### config.mk
export PLATFORM = sky130hd
export DESIGN_NAME = piso_stream
export DESIGN_NICKNAME = d
export VERILOG_FILES = /design/src/rtl/piso_stream.sv
export SDC_FILE = /design/constraint.sdc
export NUM_CORES = 1
export LEC_CHECK = 0
export CORE_MARGIN = 2
export CORE_UTILIZATION = 45
export CTS_CLUSTER_DIAMETER = 40
export CTS_CLUSTER_SIZE = 14
export DETAILED_ROUTE_END_ITERATION = 8
export GPL_ROUTABILITY_DRIVEN = 0
export GPL_TIMING_DRIVEN = 0
export MAX_ROUTING_LAYER = met4
export PLACE_DENSITY = 0.73
export RECOVER_POWER = 100
export SLEW_MARGIN = 15
export SYNTH_ARGS = -nofsm -noshare
export SYNTH_HDL_FRONTEND = slang
export SYNTH_SLANG_ARGS = --single-unit
### constraint.sdc
create_clock -name clk -period 9.9 [get_ports clk]
set_input_delay 0.99 -clock clk [delete_from_list [all_inputs] [get_ports clk]]
set_output_delay 0.99 -clock clk [all_outputs]
set_load 0.01 [all_outputs]
### src/rtl/piso_stream.sv
// piso_stream: parallel-in/serial-out converter for the AES-over-UART path.
// Takes one DATA_W-bit block over a valid/ready handshake and emits it as
// SYM_W-bit symbols with backpressure, selectable order, a per-block symbol
// count and an end-of-block marker.
// Optional feature: define PISO_DBUF_EN to add a one-entry holding buffer
// that lets the next block be accepted while the current one is shifting.
//
// state   | meaning
// S_IDLE  | nothing in flight, ready for a block
// S_SHIFT | out_data holds a valid symbol of the current block
module piso_stream #(
  parameter  int DATA_W = 128,
  parameter  int SYM_W  = 8,
  localparam int NSYM   = DATA_W / SYM_W,
  localparam int CNT_W  = $clog2(NSYM + 1)
) (
  input  logic              clk,
  input  logic              reset,
  input  logic              in_valid,
  output logic              in_ready,
  input  logic [DATA_W-1:0] in_data,
  input  logic [CNT_W-1:0]  in_len,
  input  logic              in_msb_first,
  output logic              out_valid,
  input  logic              out_ready,
  output logic [SYM_W-1:0]  out_data,
  output logic              out_last,
  output logic              empty
);

  typedef enum logic {S_IDLE, S_SHIFT} state_t;

  localparam logic [CNT_W-1:0] NSYM_C = CNT_W'(NSYM);
  localparam logic [CNT_W-1:0] ONE_C  = CNT_W'(1);
  localparam logic [CNT_W-1:0] TWO_C  = CNT_W'(2);

  state_t              state_q, state_d;
  logic [DATA_W-1:0]   sreg_q, sreg_d;
  logic [CNT_W-1:0]    cnt_q, cnt_d;
  logic                msb_q, msb_d;
  logic [SYM_W-1:0]    dout_q, dout_d;
  logic                last_q, last_d;

  logic                accept;
  logic                xfer;
  logic                xfer_last;
  logic [CNT_W-1:0]    in_len_eff;

  // Load-path selection: which block (if any) enters the shifter this cycle.
  logic                ld_en;
  logic [DATA_W-1:0]   ld_data;
  logic [CNT_W-1:0]    ld_len;
  logic                ld_msb;
  logic [DATA_W-1:0]   shifted;

  function automatic logic [SYM_W-1:0] first_sym(input logic [DATA_W-1:0] d,
                                                 input logic m);
    return m ? d[DATA_W-1 -: SYM_W] : d[SYM_W-1:0];
  endfunction

  // Zero and oversize lengths both mean a full block.
  assign in_len_eff = (in_len == '0 || in_len > NSYM_C) ? NSYM_C : in_len;

  assign out_valid = (state_q == S_SHIFT);
  assign out_data  = dout_q;
  assign out_last  = last_q;
  assign accept    = in_valid && in_ready;
  assign xfer      = out_valid && out_ready;
  assign xfer_last = xfer && (cnt_q == ONE_C);

`ifdef PISO_DBUF_EN
  logic              hold_full_q, hold_full_d;
  logic [DATA_W-1:0] hold_data_q, hold_data_d;
  logic [CNT_W-1:0]  hold_len_q, hold_len_d;
  logic              hold_msb_q, hold_msb_d;

  assign in_ready = !hold_full_q;
  assign empty    = (state_q == S_IDLE) && !hold_full_q;

  // Holding buffer register.
  always_ff @(posedge clk or posedge reset) begin
    if (reset) begin
      hold_full_q <= 1'b0;
      hold_data_q <= '0;
      hold_len_q  <= '0;
      hold_msb_q  <= 1'b0;
    end else begin
      hold_full_q <= hold_full_d;
      hold_data_q <= hold_data_d;
      hold_len_q  <= hold_len_d;
      hold_msb_q  <= hold_msb_d;
    end
  end
`else
  assign in_ready = (state_q == S_IDLE);
  assign empty    = (state_q == S_IDLE);
`endif

  // Next-state logic: accept, shift on transfer, reload or idle after last.
  always_comb begin
    state_d = state_q;
    sreg_d  = sreg_q;
    cnt_d   = cnt_q;
    msb_d   = msb_q;
    dout_d  = dout_q;
    last_d  = last_q;
    ld_en   = 1'b0;
    ld_data = in_data;
    ld_len  = in_len_eff;
    ld_msb  = in_msb_first;
    shifted = msb_q ? (sreg_q << SYM_W) : (sreg_q >> SYM_W);
`ifdef PISO_DBUF_EN
    hold_full_d = hold_full_q;
    hold_data_d = hold_data_q;
    hold_len_d  = hold_len_q;
    hold_msb_d  = hold_msb_q;
`endif

    case (state_q)
      S_IDLE: begin
        // Hold is always empty here, so an IDLE accept goes straight in.
        if (accept) ld_en = 1'b1;
      end
      S_SHIFT: begin
        if (xfer && !xfer_last) begin
          sreg_d = shifted;
          dout_d = first_sym(shifted, msb_q);
          cnt_d  = cnt_q - ONE_C;
          last_d = (cnt_q == TWO_C);
        end else if (xfer_last) begin
          state_d = S_IDLE;
          last_d  = 1'b0;
          cnt_d   = '0;
`ifdef PISO_DBUF_EN
          if (hold_full_q) begin
            ld_en       = 1'b1;
            ld_data     = hold_data_q;
            ld_len      = hold_len_q;
            ld_msb      = hold_msb_q;
            hold_full_d = 1'b0;
          end else if (accept) begin
            ld_en = 1'b1;
          end
`endif
        end
`ifdef PISO_DBUF_EN
        // An accept that did not go straight into the shifter parks in hold.
        if (accept && !xfer_last) begin
          hold_full_d = 1'b1;
          hold_data_d = in_data;
          hold_len_d  = in_len_eff;
          hold_msb_d  = in_msb_first;
        end
`endif
      end
      default: state_d = S_IDLE;
    endcase

    if (ld_en) begin
      state_d = S_SHIFT;
      sreg_d  = ld_data;
      cnt_d   = ld_len;
      msb_d   = ld_msb;
      dout_d  = first_sym(ld_data, ld_msb);
      last_d  = (ld_len == ONE_C);
    end
  end

  // Shifter and output register.
  always_ff @(posedge clk or posedge reset) begin
    if (reset) begin
      state_q <= S_IDLE;
      sreg_q  <= '0;
      cnt_q   <= '0;
      msb_q   <= 1'b0;
      dout_q  <= '0;
      last_q  <= 1'b0;
    end else begin
      state_q <= state_d;
      sreg_q  <= sreg_d;
      cnt_q   <= cnt_d;
      msb_q   <= msb_d;
      dout_q  <= dout_d;
      last_q  <= last_d;
    end
  end

endmodule

# After elaboration in Yosys (flattened, before gate mapping)
# Index checks and enable logic that the tools add are counted.
[classes] order_cmp=1 mul=0 n_bitwise=1 n_eq_ne=3 addsub=1 div_mod_pow=0 n_shift=0 reduce_logical=12 n_mux=24
[ops] op="$mux W128" count=4
[ops] op="$mux W8" count=5
[ops] op="$mux W5" count=5
[ops] op="$eq A5 B1 Y1 const B" count=2
[ops] op="$mux W1" count=10
[ops] op="$eq A5 B2 Y1 const B" count=1
[ops] op="$gt A5 B5 Y1 const B" count=1
[ops] op="$logic_not A5 Y1" count=1
[ops] op="$sub A5 B1 Y5 const B" count=1
[ops] op="$logic_and A1 B1 Y1" count=4
[ops] op="$reduce_and A2 Y1" count=2
[ops] op="$reduce_bool A2 Y1" count=2
[ops] op="$reduce_bool A3 Y1" count=1
[ops] op="$logic_not A1 Y1" count=1
[ops] op="$logic_or A1 B1 Y1" count=1
[ops] op="$not A1 Y1" count=1
[word_totals] mem_bits_rw=0 n_memories=0 out_inout_bits=12 inputBits=138 mem_bits_ro=0 wordCells=48 latch_bits=0 register_bits=144

# Longest topological paths before layout
# Gate-level depths: netlist of the first run.
[depth] word_depth=7 ltp_mapped=9

# Worst setup path after synthesis of the first run
# No wires, ideal clock.
[synth_timing] path_type="input to register" start="in out_ready" end="reg sreg_q[5]" t_arrival_ns=2.032 slack_ns=7.743 path_buffers=3 cell_stages=7 required_time_ns=9.774 path_cell_list="nand2_1 -> or2_1 -> buf_4 -> buf_8 -> buf_6 -> a221oi_1 -> nor2_1"
[synth_between] elab_chain_len=6
[synth_rtl] element="start, declared" line="25" rtl="input logic out_ready,"
[synth_rtl] element="$logic_and A1 B1 Y1 (*)" line="68" rtl="assign xfer = out_valid && out_ready;"
[synth_rtl] element="$logic_and A1 B1 Y1" line="69" rtl="assign xfer_last = xfer && (cnt_q == ONE_C);"
[synth_rtl] element="$logic_not A1 Y1" line="125" rtl="if (xfer && !xfer_last) begin"
[synth_rtl] element="$logic_and A1 B1 Y1 (*)" line="125"
[synth_rtl] element="$reduce_bool A2 Y1 (no source line) (*)"
[synth_rtl] element="$reduce_and A2 Y1 (no source line) (*)"
[synth_rtl] element="end signal, assigned" line="180" rtl="sreg_q <= sreg_d;"
[synth_rtl] element="end, declared" line="38" rtl="logic [DATA_W-1:0] sreg_q, sreg_d;"
# Mark *: on every way between the ends. The rest lies on a longest branch, timed or not.
# A chain may end at the register's enable or synchronous reset.

==> flow_summary_export.csv, run 1 <==
group,metric,value,unit
critical_path,setup.worst_path.class,"primary input to async pin",
clock_tree,cts_tree,"yes",
clock_tree,cts_setup_buffers,0,
yosys,yosys_warnings,0,
yosys,synth_seq_area_share,44.3,%
grt,track_usage,27.7,%
detailed_routing,drc,0,
clock_tree,clock_latency,0.42,ns
critical_path,reg2regPathDepth,9,
power_and_ir_drop,switching_share,41.3,%
die,fp-row-count,49,
sta,worst_slew_pin_slew,3.15,ns
sta,setup_viol,0,
detailed_routing,vias,7858,
sta,hold_viol,0,
sta,setup-tns-final,0,ns
clock_tree,cts.clk_slew.worst_paths,0.06,ns
yosys,ys.flop_type,"dfrtp_1",
grt,grt_pass1_wl,41.3,mm
sta,period_needed,3.35,ns
detailed_routing,drtPass1Iterations,6,
sta,fmax,298,MHz
final_layout,nFillCells,1647,
clock_tree,clock-root-buffer,"clkbuf_16",
sta,fin_skew,0.00675,ns
critical_path,worstPathRequired,9.92,ns
critical_path,cp-end-kind,"async pin",
yosys,synth_most_common_cell,"dfrtp_1",
yosys,synth_top_cells_by_count,"dfrtp_1, nor2_1, nand2_1",
yosys,synth_cells,942,
critical_path,path_cells,"dlygate4sd3_1 -> clkinvlp_2",
sta,rsz0062_at_grt,"false",
clock_tree,cts.htree.levels,4,
final_layout,finalInstanceArea,10500,um2
detailed_routing,drtAntennaViolNets,0,
grt,overflow,0,
grt,antenna_found_initial,0,
yosys,netlist_area,8130,um2
worst_hold_path,min_path_type,"flip-flop to flip-flop",
flow_run,cap_violations,1,
critical_path,slowest_stage,"clkinvlp_2",
critical_path,cp.arrival,3.37,ns
clock_tree,cts-buffers-inserted,17,
yosys,syn_nets,1084,
final_layout,layout.nets,1253,
die,die_w,138,um
clock_tree,clock-sinks,144,
worst_hold_path,min_path_cells,2,
clock_tree,cts_buffer_depth,2,
die,dieArea,19200,um2
power_and_ir_drop,p_leak,3.83,nW
critical_path,crit_buf_inv,2,
grt,grt_pass1_vias,7730,
detailed_routing,viasPerCell,5.81,
yosys,synthTopCellsByArea,"dfrtp_1, a211oi_1, o31ai_1",
detailed_routing,wl,25.6,mm
sta,maxSlewHeadroom,-111,%
place,dp_hpwl,18.4,mm
critical_path,cp.depth,2,
power_and_ir_drop,clkPwrFrac,19.2,%
clock_tree,cts_resized,0,
yosys,ys_types,33,
power_and_ir_drop,switchingPower,0.00135,W
place,portBuffers,149,
sta,drv_slew,68,
power_and_ir_drop,irDropWorstVdd,0.143,mV
power_and_ir_drop,p_total,0.00327,W
yosys,synth_async_sr_flop_share,100,%
critical_path,cp-start-kind,"primary input",
detailed_routing,wire_per_inst,19.0,um
grt,grt_max_degree,78,
final_layout,drive_gt1_share,4.54,%
final_layout,antenna_cells,0,
critical_path,crit_fanout,68,
power_and_ir_drop,powerDensity,313,nW/um2
sta,period_share,33.9,%
critical_path,slowest_delay,1.76,ns
power_and_ir_drop,p_int,0.00192,W
outcome,violations,"capacitance limit, slew limit",
yosys,ys_seq_elements,144,
final_layout,final_util,58.6,%
die,start_util,45.6,%
yosys,yosysTopAreaCell,"dfrtp_1",
power_and_ir_drop,pwr-share-comb,44.3,%
die,die_h,138,um
die,io_pins,150,
die,core,17800,um2
clock_tree,cts_hold_buffers,0,
yosys,synth_edf_count,0,
critical_path,path_delay_family,"buffers and inverters",
final_layout,area_delta_synth_final,28.7,%
outcome,status,"finished with violations",
place,place_area,9940,um2
power_and_ir_drop,p_seq_share,36.5,%
yosys,syn_area_per_cell,8.63,um2
detailed_routing,drtIter0Drc,837,
yosys,yosys.area.top_type_share,44.3,%
cells in the final DEF, fill, tap and decap left out, drive strengths merged, types with 2 or more instances in the layout:
cell type      synthesis  routed
dfrtp                144     144
nor2                 139     139
nand2                134     134
clkdlybuf4s50          0     133
nor2b                121     121
a211oi               120     120
o31ai                112     112
clkbuf                55      97
buf                   34      20
dlygate4sd3            0      16
a31oi                 13      13
a21oi                 11      11
a221oi                 8       8
nand3                  8       8
o21ai                  7       7
nand3b                 5       5
inv                    6       5
mux2                   4       4
ha                     4       4
clkinv                 0       4
a221o                  3       3
nor3                   3       3
nand2b                 2       2
power groups by stage:
| stage | combinational (W) | clock, W | sequential, W |
|---|---|---|---|
| 6_report | 0.00145 | 0.000630 | 0.00119 |
| 5_1_grt | 0.00161 | 0.000661 | 0.00122 |
| 4_1_cts | 0.00147 | 0.000635 | 0.00118 |
| 2_1_floorplan | 0.00107 | 0 | 0.00107 |
| 3_3_place_gp | 0.00142 | 0 | 0.00118 |
| 3_5_place_dp | 0.00146 | 0 | 0.00118 |
layer usage:
layer	global-route usage, %	wire [um]
met1	36.8	11200
met2	42.5	12000
met3	5.44	1870
met4	9.99	624
met5	-	0
kinds of logic after synthesis:
kind of cell / share of synthesized area, %
AOI/OAI and AO/OA: 25.1
buffers and inverters: 5.65
muxes: 0.554
adders and majority gates: 0.616
DFF: 44.3
and+or+nand+nor: 23.8
per-stage QoR:
step / hold slack [ns] / worst slack (ns) / cells
3_5_place_dp: 0.534 / 6.54 / 1321
3_3_place_gp: 0.524 / 2.87 / 1320
5_1_grt: 0.550 / 6.16 / 1353
6_report: 0.540 / 6.55 / 1353
4_1_cts: 0.544 / 6.97 / 1353
2_1_floorplan: 0.505 / 5.04 / 942
area by class of cell:
type,instances,area [um2],share of cell area [%]
clock buffer,27,523,5.00
multi-input combinational,703,4070,38.9
inverter,6,23.8,0.227
buffer,89,390,3.73
tap,229,287,2.74
sequential,144,3600,34.4
timing repair buffer,150,1520,14.5
clock inverter,5,50.0,0.478
path summary, 6_finish.rpt:
kind / startpoint / endpoint / slack (ns)
setup / recovery: reset / sreg_q[93] / 6.55
hold / removal: out_last / out_last / 0.54
setup reg to reg: cnt_q[1] / cnt_q[0] / 6.89
hold reg to reg: out_last / out_last / 0.54
max in group clk: out_ready / cnt_q[0] / 6.61
min in group asynchronous: reset / sreg_q[35] / 1.92
flip-flops by register name (all words and copies together), names as in the netlist:
signal / flops
cnt_q: 5
msb_q: 1
out_data: 8
out_last: 1
out_valid: 1
sreg_q: 128
Power figures use the tool's default switching activity.
==> run 2: changes to the inputs <==
==> constraint.sdc (replaced) <==
create_clock -name clk -period 3.1 [get_ports clk]
set_input_delay 0.31 -clock clk [delete_from_list [all_inputs] [get_ports clk]]
set_output_delay 0.31 -clock clk [all_outputs]
set_load 0.01 [all_outputs]
==> run 2 against run 1 <==
The flow now finishes without violations. Count of clock-buffer cells in the layout shrank 6. Non-clock buffer count up 3. Worst setup slack lost 6.0 ns. Sequential share of layout area shrank 0.32 points. Wire length rose by 1.4%. Critical path depth increased by 7. Register-to-register slack got worse by 6.4 ns. Core utilization grew 0.55 points. Global-route usage grew 0.38 points. Sequential power rose to 3.2 times the previous value. Die area unchanged. Critical path type is now flip-flop to flip-flop.
==> flow_summary_export.csv, run 2 (synthesis gave the netlist of run 1 again) <==
group,metric,value,unit
outcome,status,"complete, no violations",
clock_tree,cts_hold_buffers,0,
clock_tree,cts.clk_slew.worst_paths,0.06,ns
detailed_routing,drtIter0Drc,830,
clock_tree,cts_resized,0,
sta,worst_slew_pin_slew,1.25,ns
clock_tree,cts-buffers-inserted,17,
clock_tree,clock-root-buffer,"clkbuf_16",
flow_run,cap_violations,0,
critical_path,cp.arrival,2.94,ns
sta,hold_viol,0,
die,dieArea,19200,um2
clock_tree,cts_buffer_depth,2,
place,portBuffers,149,
sta,period_share,83.5,%
sta,setup-tns-final,0,ns
clock_tree,clock_latency,0.43,ns
critical_path,crit_fanout,10,
critical_path,cp-end-kind,"flip-flop",
detailed_routing,wl,26.0,mm
clock_tree,cts_tree,"yes",
place,dp_hpwl,18.7,mm
die,die_h,138,um
sta,fmax,386,MHz
grt,track_usage,28.1,%
sta,rsz0062_at_grt,"false",
detailed_routing,viasPerCell,5.83,
sta,layout_setup_ws,0.510,ns
final_layout,final_util,59.2,%
die,io_pins,150,
die,core,17800,um2
grt,grt_max_degree,36,
die,die_w,138,um
final_layout,nFillCells,1596,
die,fp-row-count,49,
sta,drv_slew,0,
final_layout,area_delta_synth_final,29.9,%
clock_tree,clock-sinks,144,
detailed_routing,vias,7909,
power_and_ir_drop,p_leak,3.88,nW
detailed_routing,drtPass1Iterations,5,
final_layout,antenna_cells,0,
grt,grt_pass1_wl,41.7,mm
sta,maxSlewHeadroom,16.0,%
sta,setup_viol,0,
power_and_ir_drop,irDropWorstVdd,0.482,mV
detailed_routing,drc,0,
grt,grt_pass1_vias,7605,
critical_path,worstPathRequired,3.45,ns
power_and_ir_drop,powerDensity,1020,nW/um2
place,dpl_worst_slack,0.396,ns
grt,overflow,0,
final_layout,largest_reg_flops,128,
critical_path,cp-start-kind,"flip-flop",
clock_tree,cts_setup_buffers,0,
final_layout,layout_commonest_cell,"dfrtp_1",
final_layout,drive_gt1_share,5.15,%
worst_hold_path,min_path_type,"primary input to flip-flop",
sta,period_needed,2.59,ns
sta,hold_slack,0.425,ns
clock_tree,cts.htree.levels,4,
detailed_routing,wire_per_inst,19.2,um
detailed_routing,drtAntennaViolNets,0,
final_layout,layout.nets,1256,
sta,fin_skew,0.00857,ns
final_layout,layout_common_cells,"dfrtp_1, nor2_1, clkdlybuf4s50_1",
die,start_util,45.6,%
final_layout,regMostFlops,"sreg_q",
grt,antenna_found_initial,0,
critical_path,setup.worst_path.class,"flip-flop to flip-flop",
-- run 2: final timing paths --
check	startpoint	to	slack [ns]	cells after the start
max	cnt_q[1]	sreg_q[125]	0.51	9
min	in_data[21]	sreg_q[21]	0.43	3
max reg2reg	cnt_q[1]	sreg_q[125]	0.51	9
min reg2reg	sreg_q[126]	sreg_q[126]	0.55	2
max in group asynchronous	reset	sreg_q[104]	0.93	3
min in group asynchronous	reset	sreg_q[27]	0.60	2
-- run 2: where the power goes --
part	switching (W)	leakage [nW]	internal, W
logic	0.00260	1.91	0.00207
registers	0.000958	1.66	0.00287
clock network	0.000807	0.313	0.00146
-- run 2: area by class of cell --
cell class	count	area (um2)	area share [%]
Tap cell	229	287	2.71
Inverter	6	23.8	0.225
Clock inverter	11	185	1.75
Sequential cell	144	3600	34.1
Clock buffer	21	460	4.36
Timing Repair Buffer	153	1530	14.4
Buffer	89	417	3.95
Multi-Input combinational cell	703	4060	38.4
-- run 2: per-stage QoR --
stage / cell area [um2] / total power [W] / cells
2_1_floorplan: 8130 / 0.00685 / 942
3_3_place_gp: 9910 / 0.00829 / 1320
3_5_place_dp: 10000 / 0.00845 / 1324
4_1_cts: 10600 / 0.0108 / 1356
5_1_grt: 10600 / 0.0115 / 1356
6_report: 10600 / 0.0108 / 1356
-- run 2: worst max-delay path, cell delays in order, from the launching register on --
cell and delay [ns]:
dfrtp_1 0.40, inv_1 0.09, ha_1 0.18, nor4b_1 0.56, or2_1 0.18, buf_4 0.15, buf_8 0.17, clkbuf_1 0.44
a21oi_1 0.15, a21oi_1 0.18
-- run 2: per-layer routing --
layer,wire [um],GRT usage [%]
met5,0,-
met1,11600,39.0
met3,1800,5.54
met4,758,9.13
met2,11900,41.7
==> run 3: changes to the inputs <==
--- a/config.mk
+++ b/config.mk
@@ -13,7 +13,7 @@
 export GPL_ROUTABILITY_DRIVEN = 0
 export GPL_TIMING_DRIVEN = 0
 export MAX_ROUTING_LAYER = met4
-export PLACE_DENSITY = 0.73
+export PLACE_DENSITY = 0.76
 export RECOVER_POWER = 100
 export SLEW_MARGIN = 15
 export SYNTH_ARGS = -nofsm -noshare
==> constraint.sdc (replaced) <==
create_clock -name clk -period 2.1 [get_ports clk]
set_input_delay 0.21 -clock clk [delete_from_list [all_inputs] [get_ports clk]]
set_output_delay 0.21 -clock clk [all_outputs]
set_load 0.01 [all_outputs]
==> run 3 against run 2 <==
Sequential power is 48% higher. Sequential share of layout area is 0.14 points lower. Critical path depth is 1 lower. Largest cell class unchanged. Count of clock-buffer cells in the layout is 3 higher. Wire length is 0.96% lower. Core utilization is 0.24 points higher. Final area is 0.40% higher. Maximum frequency is 28% higher. Worst setup slack worse by 0.43 ns. Final cell count hardly changed.
==> flow_summary_export.csv, run 3 (synthesis gave the netlist of run 1 again) <==
group,metric,value,unit
die,die_h,138,um
detailed_routing,wire_per_inst,19.0,um
outcome,status,"complete, no violations",
worst_hold_path,min_path_type,"primary input to flip-flop",
critical_path,worstPathRequired,2.41,ns
final_layout,antenna_cells,0,
sta,rsz0062_at_grt,"false",
sta,maxSlewHeadroom,39.7,%
final_layout,finalInstanceArea,10600,um2
die,core,17800,um2
power_and_ir_drop,p_leak,3.97,nW
die,io_pins,150,
detailed_routing,vias,7912,
place,place_area,9990,um2
clock_tree,clock_latency,0.43,ns
detailed_routing,drtIter0Drc,838,
detailed_routing,wl,25.8,mm
sta,worst_slew_pin_slew,0.904,ns
detailed_routing,viasPerCell,5.83,
grt,grt_pass1_wl,41.3,mm
sta,drv_slew,0,
sta,setup_viol,0,
sta,fmax,496,MHz
power_and_ir_drop,irDropWorstVdd,0.770,mV
sta,period_share,96.0,%
grt,grt_max_degree,35,
final_layout,final_util,59.4,%
final_layout,regMostFlops,"sreg_q",
clock_tree,clock-root-buffer,"clkbuf_16",
clock_tree,cts_tree,"yes",
die,fp-row-count,49,
clock_tree,clock-sinks,144,
final_layout,layout_commonest_cell,"dfrtp_1",
critical_path,reg2reg_slack,0.08,ns
critical_path,cp-start-kind,"flip-flop",
die,die_w,138,um
critical_path,cp.arrival,2.33,ns
power_and_ir_drop,powerDensity,1480,nW/um2
final_layout,area_delta_synth_final,30.4,%
critical_path,crit_fanout,10,
detailed_routing,drtAntennaViolNets,0,
final_layout,largest_reg_flops,128,
detailed_routing,drc,0,
grt,track_usage,27.7,%
place,portBuffers,149,
clock_tree,cts-buffers-inserted,17,
grt,overflow,0,
die,dieArea,19200,um2
final_layout,stdcell_count,1357,
die,start_util,45.6,%
flow_run,cap_violations,0,
final_layout,drive_gt1_share,7.98,%
clock_tree,cts_buffer_depth,2,
final_layout,layout_common_cells,"dfrtp_1, nor2_1, clkdlybuf4s50_1",
clock_tree,cts.clk_slew.worst_paths,0.06,ns
clock_tree,cts.htree.levels,4,
place,dp_hpwl,18.6,mm
place,dpl.cell_count,1324,
final_layout,layout.nets,1258,
grt,antenna_found_initial,0,
sta,period_needed,2.02,ns
critical_path,cp-end-kind,"flip-flop",
critical_path,setup.worst_path.class,"flip-flop to flip-flop",
sta,hold_viol,0,
detailed_routing,drtPass1Iterations,7,
grt,grt_pass1_vias,7717,
sta,fin_skew,0.00615,ns
[run 3: power by group]
part | internal, W | switching [W]
clock | 0.00179 | 0.00115
combinational | 0.00320 | 0.00384
sequential | 0.00423 | 0.00142
[run 3: timing repair]
item / CTS / global route
gates cloned: 0 / 1
pin swaps: 0 / 3
gates resized for setup: 5 / 36
setup buffers: 0 / 1
hold buffers: 0 / 0
endpoints found under the setup margin: 130 / 89
[run 3: cell type report]
cell class                 instances  area [um2]
fill                            1548        7240
clock inverter                     7        85.1
multi-input combinational        703        4090
tap                              229         287
inverter                           6        23.8
clock buffer                      24         472
timing repair buffer             155        1570
buffer                            89         474
sequential                       144        3600
[run 3: layer usage]
layer	global-route usage, %	part of all wire (%)
met5	-	0
met4	10.7	3.2
met3	4.68	6.4
met2	41.8	46
met1	37.7	45
[run 3: worst max-delay path, cell delays in order (launching register included)]
cell and delay, ns:
dfrtp_1 0.42, ha_2 0.22, nor4b_4 0.14, or2_1 0.26
buf_6 0.15, clkbuf_16 0.16, buf_4 0.17, a221oi_1 0.29
nor2_1 0.07
[run 3: path summary, 6_finish.rpt]
path,to,start,cells past startpoint
setup / recovery,sreg_q[3],cnt_q[0],8
hold / removal,sreg_q[69],in_data[69],3
setup reg to reg,sreg_q[3],cnt_q[0],8
hold reg to reg,sreg_q[122],sreg_q[122],2
max in group asynchronous,sreg_q[93],reset,4
min in group asynchronous,sreg_q[3],reset,2
[run 3: stage by stage]
| stage | hold WS (ns) | total power [W] | TNS, ns | setup slack [ns] |
|---|---|---|---|---|
| 2_1_floorplan | 0.325 | 0.0101 | 0 | 0.0850 |
| 3_3_place_gp | 0.523 | 0.0122 | -225.81 | -1.26 |
| 3_5_place_dp | 0.531 | 0.0124 | -46.29 | -0.502 |
| 4_1_cts | 0.150 | 0.0155 | 0 | 0.0224 |
| 5_1_grt | 0.341 | 0.0166 | 0 | 0.00411 |
| 6_report | 0.325 | 0.0156 | 0 | 0.0831 |
